File: src/rtl/multi_cycle_ctrl.sv
// Multi-cycle MIPS-subset control FSM (IF/ID/EX/MEM/WB) with Moore-style decoded control outputs.
// Define MULTI_CYCLE_CTRL_MEM_WAIT_EN to make IF and MEM stall on mem_ready; otherwise mem_ready is ignored.
module multi_cycle_ctrl (
   input  logic        clk,
   input  logic        rst,
   input  logic [31:0] ins,
   input  logic        zero,
   input  logic        mem_ready,
   output logic        pc_wr,
   output logic [1:0]  pc_src,
   output logic        ir_wr,
   output logic        i_or_d,
   output logic        mem_rd,
   output logic        mem_wr,
   output logic        reg_dst,
   output logic        reg_wr,
   output logic        mem_to_reg,
   output logic        alu_src_a,
   output logic [1:0]  alu_src_b,
   output logic [3:0]  alu_ctr,
   output logic        instr_done,
   output logic        illegal,
   output logic [2:0]  state
);

   typedef enum logic [2:0] {
      S_IF  = 3'd0,
      S_ID  = 3'd1,
      S_EX  = 3'd2,
      S_MEM = 3'd3,
      S_WB  = 3'd4
   } state_t;

   localparam logic [5:0] OP_R   = 6'b000000;
   localparam logic [5:0] OP_LW  = 6'b100011;
   localparam logic [5:0] OP_SW  = 6'b101011;
   localparam logic [5:0] OP_BEQ = 6'b000100;
   localparam logic [5:0] OP_J   = 6'b000010;

   state_t     state_q, state_d;
   logic [5:0] op;
   logic [5:0] func;
   logic       r_ok;
   logic [3:0] r_ctr;
   logic       op_ok;
   logic       mem_go;
   logic       unused_bits;

   assign op          = ins[31:26];
   assign func        = ins[5:0];
   assign unused_bits = ^ins[25:6];

`ifdef MULTI_CYCLE_CTRL_MEM_WAIT_EN
   assign mem_go = mem_ready;
`else
   logic unused_mem_ready;
   assign unused_mem_ready = mem_ready;
   assign mem_go           = 1'b1;
`endif

   always_comb begin
      r_ok  = 1'b1;
      r_ctr = 4'b0000;
      case (func)
         6'h21:   r_ctr = 4'b0000;
         6'h20:   r_ctr = 4'b0001;
         6'h23:   r_ctr = 4'b1000;
         6'h22:   r_ctr = 4'b1001;
         6'h24:   r_ctr = 4'b0010;
         6'h25:   r_ctr = 4'b0011;
         6'h2B:   r_ctr = 4'b1010;
         6'h2A:   r_ctr = 4'b1011;
         default: r_ok  = 1'b0;
      endcase
   end

   assign op_ok = ((op == OP_R) && r_ok) || (op == OP_LW) || (op == OP_SW) ||
                  (op == OP_BEQ) || (op == OP_J);

   always_ff @(posedge clk or posedge rst) begin
      if (rst) state_q <= S_IF;
      else     state_q <= state_d;
   end

   // Reset gates every output combinationally, so the strobes drop in the same cycle rst rises.
   always_comb begin
      state_d    = S_IF;
      pc_wr      = 1'b0;
      pc_src     = 2'b00;
      ir_wr      = 1'b0;
      i_or_d     = 1'b0;
      mem_rd     = 1'b0;
      mem_wr     = 1'b0;
      reg_dst    = 1'b0;
      reg_wr     = 1'b0;
      mem_to_reg = 1'b0;
      alu_src_a  = 1'b0;
      alu_src_b  = 2'b00;
      alu_ctr    = 4'b0000;
      instr_done = 1'b0;
      illegal    = 1'b0;
      if (!rst) begin
         case (state_q)
            S_IF: begin
               mem_rd    = 1'b1;
               alu_src_b = 2'b01;
               if (mem_go) begin
                  ir_wr   = 1'b1;
                  pc_wr   = 1'b1;
                  state_d = S_ID;
               end else begin
                  state_d = S_IF;
               end
            end
            S_ID: begin
               alu_src_b = 2'b11;
               if (!op_ok) begin
                  illegal    = 1'b1;
                  instr_done = 1'b1;
               end else if (op == OP_J) begin
                  pc_wr      = 1'b1;
                  pc_src     = 2'b10;
                  instr_done = 1'b1;
               end else begin
                  state_d = S_EX;
               end
            end
            S_EX: begin
               alu_src_a = 1'b1;
               if (op == OP_R) begin
                  alu_ctr = r_ctr;
                  state_d = S_WB;
               end else if ((op == OP_LW) || (op == OP_SW)) begin
                  alu_src_b = 2'b10;
                  alu_ctr   = 4'b0001;
                  state_d   = S_MEM;
               end else if (op == OP_BEQ) begin
                  alu_ctr    = 4'b1000;
                  pc_src     = 2'b01;
                  pc_wr      = zero;
                  instr_done = 1'b1;
               end
            end
            S_MEM: begin
               i_or_d = 1'b1;
               if (op == OP_LW) begin
                  mem_rd  = 1'b1;
                  state_d = mem_go ? S_WB : S_MEM;
               end else if (op == OP_SW) begin
                  mem_wr     = 1'b1;
                  instr_done = mem_go;
                  state_d    = mem_go ? S_IF : S_MEM;
               end
            end
            S_WB: begin
               reg_wr     = 1'b1;
               instr_done = 1'b1;
               if (op == OP_LW) mem_to_reg = 1'b1;
               else             reg_dst    = 1'b1;
            end
            default: state_d = S_IF;
         endcase
      end
   end

   assign state = state_q;

endmodule

File: config.mk
export PLATFORM = sky130hd
export DESIGN_NAME = multi_cycle_ctrl
export DESIGN_NICKNAME = d
export VERILOG_FILES = /design/src/rtl/multi_cycle_ctrl.sv
export SDC_FILE = /design/constraint.sdc
export NUM_CORES = 1
export LEC_CHECK = 0
export BUFFER_PORTS_ARGS = -buffer_cell sky130_fd_sc_hd__buf_2
export CAP_MARGIN = 20
export CORE_MARGIN = 3
export CORE_UTILIZATION = 34
export DETAILED_ROUTE_END_ITERATION = 8
export GPL_TIMING_DRIVEN = 0
export PLACE_DENSITY = 0.85
export SYNTH_ARGS = -nofsm -noshare
export SYNTH_HDL_FRONTEND = slang
export SYNTH_SLANG_ARGS = --single-unit
File: constraint.sdc
create_clock -name clk -period 4 [get_ports clk]
set_input_delay 0.8 -clock clk [delete_from_list [all_inputs] [get_ports clk]]
set_output_delay 0.8 -clock clk [all_outputs]
set_load 0.005 [all_outputs]
Yosys cells after proc, flatten, opt, wreduce, memory -nomap -nowiden. Index checks and enable logic that the tools add are counted.

Eq/ne operators: 16. Multiplexer cells: 61. Reductions and logical operators: 9.

Operators by type and width (number): $eq A6 B6 Y1 const B (10); $mux W1 (37); $pmux W4 S7 (1); $mux W4 (5); $mux W2 (9); $pmux W3 S4 (1); $mux W3 (3); $reduce_or A8 Y1 (1); $eq A3 B2 Y1 const B (2); $eq A6 B2 Y1 const B (1); $eq A6 B3 Y1 const B (1); $logic_not A6 Y1 (1); $pmux W2 S3 (1); $logic_or A1 B1 Y1 (5); $pmux W1 S4 (1); $pmux W2 S2 (1); $eq A3 B1 Y1 const B (1); $eq A3 B3 Y1 const B (1); $logic_not A3 Y1 (1); $pmux W1 S3 (1); $pmux W1 S2 (1); $logic_and A1 B1 Y1 (1).

Bits in registers: 3. Input port bits: 36. Output and inout bits: 22. Word-level logic and storage cells: 87.

Longest topological paths before layout. Gate-level depths: netlist of run 1.

Depth after elaboration: 11. Mapped depth: 5. Gate-level depth less buffers: 4.

Worst setup path before layout of run 1. Ideal clock, no wire load.

Path type: input port to output port. Start: input port ins[29]. End: output port alu_ctr[3]. Arrival time: 1.843 ns. Data required time: 3.200 ns. Setup slack: 1.357 ns. Cell stages on the path: 4. Path buffers: 0. Path through: or4_4 -> nor4_4 -> nand3b_1 -> a21oi_1.

Longest elaborated chain between the ends: 6. Elaborated cells on any way between the ends: 10. Classes of those cells: eq/ne: 3; mux: 5; reduce/logical: 2.

RTL lines: start: declaration (RTL line 6) `input logic [31:0] ins,`; $eq A6 B3 Y1 / $eq A6 B6 Y1 (equally long branches) (RTL line 137, 133); $mux W4 / $logic_or A1 B1 Y1 (equally long branches) (RTL line 137, 133); $mux W4 (RTL line 133) `end else if ((op == OP_LW) || (op == OP_SW)) begin`; $mux W4 * (RTL line 130) `if (op == OP_R) begin`; $mux W4 * (RTL line 103) `case (state_q)`; $mux W4 * (RTL line 102) `if (!rst) begin`; end: declaration (RTL line 20) `output logic [3:0] alu_ctr,`.

Every way passes the cells marked *; elsewhere a longest branch is shown, timed or not.

Worst setup path after layout of run 1. Ends and elaborated chain as after synthesis.

==> results of run 1 <==
[power by group through the flow]
stage	Sequential [mW]	Combinational, mW	Clock, mW
global route	0.0320	0.0431	0.0607
CTS	0.0319	0.0386	0.0560
detailed placement	0.0323	0.0385	0
finish	0.0319	0.0386	0.0550
floorplan	0.0323	0.0192	0
global placement	0.0321	0.0369	0
[path summary, 6_finish.rpt]
path | to | slack [ns] | from | cells after the start
setup reg to reg | state[1]$_DFF_PP0_ | 2.72 | state[2]$_DFF_PP0_ | 5
setup / recovery | alu_ctr[3] | 1.03 | ins[29] | 6
min in group clk | state[2]$_DFF_PP0_ | 0.61 | state[2]$_DFF_PP0_ | 3
hold / removal | state[2]$_DFF_PP0_ | 0.45 | rst | 2
hold reg to reg | state[2]$_DFF_PP0_ | 0.61 | state[2]$_DFF_PP0_ | 3
max in group asynchronous | state[0]$_DFF_PP0_ | 3.41 | rst | 2
[final cells by class]
cell class | count | area [um2] | share of cell area [%]
Multi-Input combinational cell | 58 | 355 | 51.7
Timing Repair Buffer | 35 | 175 | 25.5
Sequential cell | 3 | 75.1 | 10.9
Clock buffer | 4 | 26.3 | 3.83
Buffer | 4 | 18.8 | 2.73
Inverter | 5 | 18.8 | 2.73
Tap cell | 14 | 17.5 | 2.55
[worst max-delay path, stage by stage]
cell,delay [ns]
buf_2,0.14
or4_4,0.56
nor4_4,0.27
nand3b_1,0.11
a21oi_1,0.16
buf_2,0.13
[logic make-up (layout without fill, tap and decap cells)]
family                 after synthesis  count (layout)  synth area share (%)
other                                1               1                 0.801
DFF                                  3               3                  16.0
AOI/OAI and AO/OA                   16              16                  22.5
and+or+nand+nor                     41              41                  52.7
buffers and inverters                9              48                  8.02
[cell usage in the layout (no fill, tap or decap), types with 4 or more instances in the layout]
cell type,netlist,layout
a21oi_1,4,4
buf_2,0,35
clkbuf_1,3,4
inv_1,5,5
nand2_1,4,4
nand3b_1,5,5
nor2_1,9,9
nor3_1,4,4
[layer usage]
layer / vias to the layer above / track usage (%) / share of wire (%)
met3: 3 / 3.81 / 8.6
met4: 0 / 9.04 / 2.0
met5: - / 0 / 0
met2: 31 / 30.7 / 49
li1: 329 / - / -
met1: 286 / 18.0 / 40
==> results.sh, run 1 <==
export IMPL_outcome="complete, no violations"
export IMPL_ir_drop_mv=0.0574
export IMPL_gp_congestion=0.830
export IMPL_switching_share_pct=31.2
export IMPL_synth_nets=106
export IMPL_crit_fanout=6
export IMPL_hpwl_um=1260
export IMPL_areaGrowthSynthToFinish_pct=46.8
export IMPL_place_area_um2=661
export IMPL_post_synth_top_count_cell="nor2_1"
export IMPL_p_sw_uw=39.2
export IMPL_worstSetupEndpointType="output port"
export IMPL_synth_edf_count=0
export IMPL_pwr_share_seq_pct=25.4
export IMPL_diodes=0
export IMPL_hold_ws_ns=0.446
export IMPL_setup_viol=0
export IMPL_numCtsBuffers=3
export IMPL_drt_pass1_iterations=4
export IMPL_antenna_found_initial=0
export IMPL_p_int_uw=86.3
export IMPL_yosysSeqAreaShare_pct=16.0
export IMPL_wl_per_cell_um=12.2
export IMPL_clk_latency_ns=0.24
export IMPL_dp_slack_ns=1.05
export IMPL_p_total_uw=125
export IMPL_fin_cells=123
export IMPL_drcViolationCount=0
export IMPL_routed_via_density=5.28
export IMPL_synth_seq_cells=3
export IMPL_syn_inst=70
export IMPL_largest_reg_flops=3
export IMPL_clock_path_buffers=2
export IMPL_skew_ns=0.00285
export IMPL_cp_required_ns=3.20
export IMPL_synthTopCellsByCount="nor2_1 (9), inv_1 (5), nand3b_1 (5)"
export IMPL_hold_viol=0
export IMPL_fin_crit_ns=2.97
export IMPL_grt_pass1_wl_um=2370
export IMPL_p_leak_nw=0.372
export IMPL_die_width_um=43.1
export IMPL_ant_nets=0
export IMPL_period_share_pct=74.2
export IMPL_final_core_util_pct=57.2
export IMPL_ioPinCount=58
export IMPL_clock_sinks=3
export IMPL_setup_tns_ns=0
export IMPL_synth_top_area_share_pct=16.0
export IMPL_startpoint_type="primary input"
export IMPL_yosysTopAreaCell="dfrtp_1"
export IMPL_postCtsSetupBuffers=0
export IMPL_fp_dieH_um=43.1
export IMPL_cts_resized=0
export IMPL_async_flop_share_pct=100
export IMPL_clk_pin_slew_ns=0.04
export IMPL_grt_usage_pct=17.1
export IMPL_vias=649
export IMPL_rows=12
export IMPL_start_util_pct=39.0
export IMPL_synthTopCellsByArea="dfrtp_1 (16%), nand3b_1 (8.0%), nor2_1 (7.2%)"
export IMPL_power_clock_fraction_pct=43.9
export IMPL_grt_pass1_vias=601
export IMPL_powerDensity_mw_per_mm2=183
export IMPL_critPathArrivalTime_ns=2.17
export IMPL_rsz0062_at_grt="false"
export IMPL_fillers=144
export IMPL_fmax_mhz=337
export IMPL_core_area_mm2=0.00120
export IMPL_cts_tree="yes"
export IMPL_grt_max_degree=11
export IMPL_synthFlopType="dfrtp_1"
export IMPL_drt_iter0_markers=5
export IMPL_cts_root_buf="clkbuf_4"
export IMPL_syn_area_um2=468
export IMPL_fin_nets=146
export IMPL_crit_type="primary input to output port"
export IMPL_finalMaxSlewViolations=0
export IMPL_dp_cells=119
export IMPL_ctsHoldBuffers=0
export IMPL_ys_types=30
export IMPL_synth_area_per_cell_um2=6.68
export IMPL_io_buffers=35
export IMPL_dieArea_mm2=0.00186
export IMPL_routed_wl_um=1500
export IMPL_htreeDepth=1
export IMPL_final_setup_worst_slack_ns=1.03
export IMPL_comb_power_share_pct=30.8
export IMPL_ys_warn_count=0
export IMPL_grt_overflow_total=0
export IMPL_drive_above_1_share_pct=39.4
export IMPL_drv_cap=0
export IMPL_final_cell_area_um2=687
export IMPL_hold_path_class="primary input to asynchronous set/reset pin"
No activity file was read; power rests on OpenSTA's default activity.
==> run 2, diff against run 1 <==
--- a/config.mk
+++ b/config.mk
@@ -8,10 +8,10 @@
 export BUFFER_PORTS_ARGS = -buffer_cell sky130_fd_sc_hd__buf_2
 export CAP_MARGIN = 20
 export CORE_MARGIN = 3
-export CORE_UTILIZATION = 34
+export CORE_UTILIZATION = 31
 export DETAILED_ROUTE_END_ITERATION = 8
 export GPL_TIMING_DRIVEN = 0
-export PLACE_DENSITY = 0.85
+export PLACE_DENSITY = 0.79
 export SYNTH_ARGS = -nofsm -noshare
 export SYNTH_HDL_FRONTEND = slang
 export SYNTH_SLANG_ARGS = --single-unit
==> constraint.sdc (replaced) <==
create_clock -name clk -period 2.8 [get_ports clk]
set_input_delay 0.56 -clock clk [delete_from_list [all_inputs] [get_ports clk]]
set_output_delay 0.56 -clock clk [all_outputs]
set_load 0.005 [all_outputs]
==> run 2 against run 1 <==
Via count is 0.62% lower. Critical path depth is the same. Worst hold slack got worse by 0.23 ns. First-iteration DRC count rose to 2.6 times the previous value. Global-route usage decreased by 3.1 points. Clock power grew 38%. Clock skew about the same. Routed wire length fell by 5.5%. Cell count is 0.81% higher. Largest cell class unchanged. Highest routed layer is now met3.
==> results.sh, run 2 (same netlist as run 1, synthesis figures left out) <==
export IMPL_outcome="complete, no violations"
export IMPL_critPathLaunch="ins[29]"
export IMPL_ctsHoldBuffers=0
export IMPL_crit_fanout=6
export IMPL_start_util_pct=34.7
export IMPL_htreeDepth=1
export IMPL_fp_dieH_um=44.9
export IMPL_cp_required_ns=2.24
export IMPL_gp_congestion=0.858
export IMPL_areaGrowthSynthToFinish_pct=47.1
export IMPL_grt_pass1_vias=493
export IMPL_drive_above_1_share_pct=39.4
export IMPL_skew_ns=0.00320
export IMPL_clk_latency_ns=0.23
export IMPL_cp_common_cell="buf_2"
export IMPL_ant_nets=0
export IMPL_cts_resized=0
export IMPL_fmax_mhz=409
export IMPL_crit_chain="buf_2 -> or4_4 -> nor4_4 -> o21ai_1 -> a21oi_1 -> buf_2"
export IMPL_clock_sinks=3
export IMPL_grt_pass1_wl_um=2080
export IMPL_drt_iter0_markers=13
export IMPL_most_common_layout_cells="buf_2 (35), nor2_1 (9), inv_1 (5), nand3b_1 (5)"
export IMPL_fillers=143
export IMPL_diodes=0
export IMPL_antenna_found_initial=0
export IMPL_io_buffers=35
export IMPL_finalMaxSlewViolations=0
export IMPL_mostFrequentLayoutCell="buf_2"
export IMPL_largest_reg_flops=3
export IMPL_seqCellArea_um2=75.1
export IMPL_dp_slack_ns=0.338
export IMPL_rr_startpoint="state[2]$_DFF_PP0_"
export IMPL_period_share_pct=87.4
export IMPL_grt_max_degree=11
export IMPL_hpwl_um=1170
export IMPL_postCtsSetupBuffers=0
export IMPL_clock_path_buffers=2
export IMPL_grt_overflow_total=0
export IMPL_drcViolationCount=0
export IMPL_vias=645
export IMPL_clk_pin_slew_ns=0.04
export IMPL_hold_ws_ns=0.218
export IMPL_routed_via_density=5.20
export IMPL_drv_cap=0
export IMPL_grt_usage_pct=14.0
export IMPL_cts_root_buf="clkbuf_4"
export IMPL_rsz0062_at_grt="false"
export IMPL_crit_type="primary input to output port"
export IMPL_setup_tns_ns=0
export IMPL_cp_slowest_cell="or4_4"
export IMPL_rows=13
export IMPL_final_core_util_pct=51.0
export IMPL_hold_viol=0
export IMPL_cts_tree="yes"
export IMPL_ir_drop_mv=0.184
export IMPL_multiInputGateArea_um2=355
export IMPL_routed_wl_um=1420
export IMPL_core_area_mm2=0.00135
export IMPL_hold_path_class="primary input to asynchronous set/reset pin"
export IMPL_fin_crit_ns=2.45
export IMPL_dieArea_mm2=0.00201
export IMPL_numCtsBuffers=3
export IMPL_final_setup_worst_slack_ns=0.354
export IMPL_fin_nets=146
export IMPL_powerDensity_mw_per_mm2=256
export IMPL_startpoint_type="primary input"
export IMPL_slowest_delay_ns=0.56
export IMPL_die_width_um=44.9
export IMPL_wl_per_cell_um=11.4
export IMPL_ioPinCount=58
export IMPL_worstSetupEndpointType="output port"
export IMPL_drt_pass1_iterations=5
export IMPL_p_leak_nw=0.372
export IMPL_setup_viol=0
export IMPL_critPathArrivalTime_ns=1.89
## run 2: cell counts in the layout (fill, tap and decap cells not counted)
Identical to the previous run, type by type.
## run 2: area by class of cell
type / count / area share, %
Buffer: 4 / 2.73
Clock buffer: 4 / 3.82
Inverter: 5 / 2.73
Multi-Input combinational cell: 58 / 51.6
Sequential cell: 3 / 10.9
Tap cell: 15 / 2.73
Timing Repair Buffer: 35 / 25.5
## run 2: routing by layer
layer / up-vias / track usage, % / part of all wire (%)
li1: 327 / - / -
met1: 283 / 18.6 / 43
met2: 35 / 21.8 / 46
met3: 0 / 4.78 / 12
met4: 0 / 3.51 / 0
met5: - / 0 / 0
## run 2: critical path, delay by kind of cell
family                 cells  cell delay [ns]
and+or+nand+nor            2             0.81
AOI/OAI and AO/OA          2             0.25
buffers and inverters      2             0.26
## run 2: worst paths after layout
| check | cells past startpoint | slack, ns | end |
|---|---|---|---|
| hold reg to reg | 3 | 0.62 | state[2]$_DFF_PP0_ |
| setup / recovery | 6 | 0.35 | alu_ctr[0] |
| max in group asynchronous | 2 | 2.44 | state[1]$_DFF_PP0_ |
| hold / removal | 2 | 0.22 | state[0]$_DFF_PP0_ |
| min in group clk | 3 | 0.62 | state[2]$_DFF_PP0_ |
| setup reg to reg | 5 | 1.47 | state[1]$_DFF_PP0_ |
## run 2: metrics by stage
stage | total power, mW | cells | instance area (um2)
2_1_floorplan | 0.0736 | 70 | 468
3_3_place_gp | 0.0990 | 120 | 662
3_5_place_dp | 0.100 | 120 | 662
4_1_cts | 0.180 | 124 | 688
5_1_grt | 0.193 | 124 | 688
6_report | 0.176 | 124 | 688
## run 2: report_power, final
part,internal (mW),total [mW],switching [mW]
sequential,0.0448,0.0456,0.000784
clock,0.0534,0.0761,0.0227
combinational,0.0250,0.0546,0.0296
total,0.123,0.176,0.0531
==> run 3, diff against run 2 <==
--- a/config.mk
+++ b/config.mk
@@ -12,6 +12,7 @@
 export DETAILED_ROUTE_END_ITERATION = 8
 export GPL_TIMING_DRIVEN = 0
 export PLACE_DENSITY = 0.79
+export RECOVER_POWER = 100
 export SYNTH_ARGS = -nofsm -noshare
 export SYNTH_HDL_FRONTEND = slang
 export SYNTH_SLANG_ARGS = --single-unit
==> run 3 against run 2 <==
Die area did not move. Total power shrank 0.45%. Largest cell class unchanged. Sequential share of layout area grew 0.24 points. Largest power group unchanged. Global-route usage stayed put. Via count increased by 0.78%. Flip-flop and latch count stayed put.
==> results.sh, run 3 (same netlist as run 1, synthesis figures left out) <==
export IMPL_setup_viol=0
export IMPL_postCtsSetupBuffers=0
export IMPL_cp_required_ns=2.24
export IMPL_fin_crit_ns=2.50
export IMPL_grt_overflow_total=0
export IMPL_drcViolationCount=0
export IMPL_ir_drop_mv=0.184
export IMPL_fp_dieH_um=44.9
export IMPL_grt_max_degree=11
export IMPL_diodes=0
export IMPL_fin_nets=146
export IMPL_skew_ns=0.00295
export IMPL_startpoint_type="primary input"
export IMPL_die_width_um=44.9
export IMPL_critPathArrivalTime_ns=1.94
export IMPL_r2r_end="state[1]$_DFF_PP0_"
export IMPL_most_common_layout_cells="buf_2 (19), clkbuf_1 (16), nor2_1 (9)"
export IMPL_worstSetupEndpointType="output port"
export IMPL_mostFrequentLayoutCell="buf_2"
export IMPL_ctsHoldBuffers=0
export IMPL_reg2reg_depth=5
export IMPL_fmax_mhz=400
export IMPL_clk_latency_ns=0.23
export IMPL_io_buffers=35
export IMPL_htreeDepth=1
export IMPL_routed_wl_um=1440
export IMPL_final_setup_worst_slack_ns=0.299
export IMPL_setup_tns_ns=0
export IMPL_largest_reg_flops=3
export IMPL_r2r_slack_ns=1.45
export IMPL_numCtsBuffers=3
export IMPL_drive_above_1_share_pct=28.4
export IMPL_crit_fanout=6
export IMPL_ant_nets=0
export IMPL_core_area_mm2=0.00135
export IMPL_cts_root_buf="clkbuf_4"
export IMPL_final_core_util_pct=49.9
export IMPL_grt_pass1_vias=493
export IMPL_routed_via_density=5.24
export IMPL_cts_tree="yes"
export IMPL_hold_viol=0
export IMPL_gp_congestion=0.858
export IMPL_clk_pin_slew_ns=0.04
export IMPL_p_leak_nw=0.323
export IMPL_hpwl_um=1170
export IMPL_vias=650
export IMPL_hold_path_class="primary input to asynchronous set/reset pin"
export IMPL_dieArea_mm2=0.00201
export IMPL_grt_pass1_wl_um=2080
export IMPL_cts_resized=0
export IMPL_p_total_uw=175
export IMPL_dp_slack_ns=0.338
export IMPL_rows=13
export IMPL_ioPinCount=58
export IMPL_period_share_pct=89.3
export IMPL_drt_iter0_markers=23
export IMPL_crit_type="primary input to output port"
export IMPL_drt_pass1_iterations=4
export IMPL_grt_usage_pct=14.0
export IMPL_antenna_found_initial=0
export IMPL_rr_startpoint="state[2]$_DFF_PP0_"
export IMPL_wl_per_cell_um=11.6
export IMPL_clock_sinks=3
export IMPL_drv_cap=0
export IMPL_finalMaxSlewViolations=0
export IMPL_start_util_pct=34.7
export IMPL_areaGrowthSynthToFinish_pct=43.9
export IMPL_outcome="complete, no violations"
export IMPL_rsz0062_at_grt="false"
export IMPL_clock_path_buffers=2
export IMPL_powerDensity_mw_per_mm2=261
run 3: changes by cell type in the layout (fill, tap and decap cells not counted):
cell | before | now
o21ai_0 | 2 | 3
buf_2 | 35 | 19
o21ai_1 | 1 | 0
clkbuf_1 | 4 | 16
clkbuf_2 | 0 | 4
run 3: power breakdown:
part | internal (mW) | switching [mW]
Sequential | 0.0448 | 0.000814
Clock | 0.0534 | 0.0226
Combinational | 0.0241 | 0.0298
Total | 0.122 | 0.0532
run 3: metal layers:
layer | up-vias | routed length (um) | GRT usage [%]
met5 | - | 0 | 0
met2 | 41 | 651 | 21.8
li1 | 327 | - | -
met1 | 282 | 610 | 18.6
met3 | 0 | 182 | 4.78
met4 | 0 | 0 | 3.51
run 3: worst max path at each step:
stage / start / endpoint / slack (ns) / cells after the start
global placement: ins[29] / alu_ctr[0] / 0.34 / 6
floorplan: ins[29] / alu_ctr[3] / 0.64 / 4
finish: ins[29] / alu_ctr[0] / 0.30 / 6
CTS: ins[29] / alu_ctr[0] / 0.33 / 6
detailed placement: ins[29] / alu_ctr[0] / 0.34 / 6
global route: ins[29] / pc_wr / 0.14 / 6
run 3: through the flow:
| stage | instance area [um2] | std cells | hold WS [ns] |
|---|---|---|---|
| floorplan | 468 | 70 | 0.322 |
| finish | 673 | 124 | 0.214 |
| global route | 673 | 124 | 0.215 |
| global placement | 662 | 120 | 0.455 |
| detailed placement | 662 | 120 | 0.463 |
| CTS | 688 | 124 | 0.209 |
run 3: layout make-up:
class / count / area (um2)
Buffer: 4 / 18.8
Multi-Input combinational cell: 58 / 355
Timing Repair Buffer: 35 / 160
Fill cell: 151 / 677
Tap cell: 15 / 18.8
Clock buffer: 4 / 26.3
Sequential cell: 3 / 75.1
Inverter: 5 / 18.8
run 3: critical path: stages:
cell,delay (ns)
clkbuf_1,0.14
or4_4,0.58
nor4_4,0.25
o21ai_0,0.12
a21oi_1,0.15
buf_2,0.13
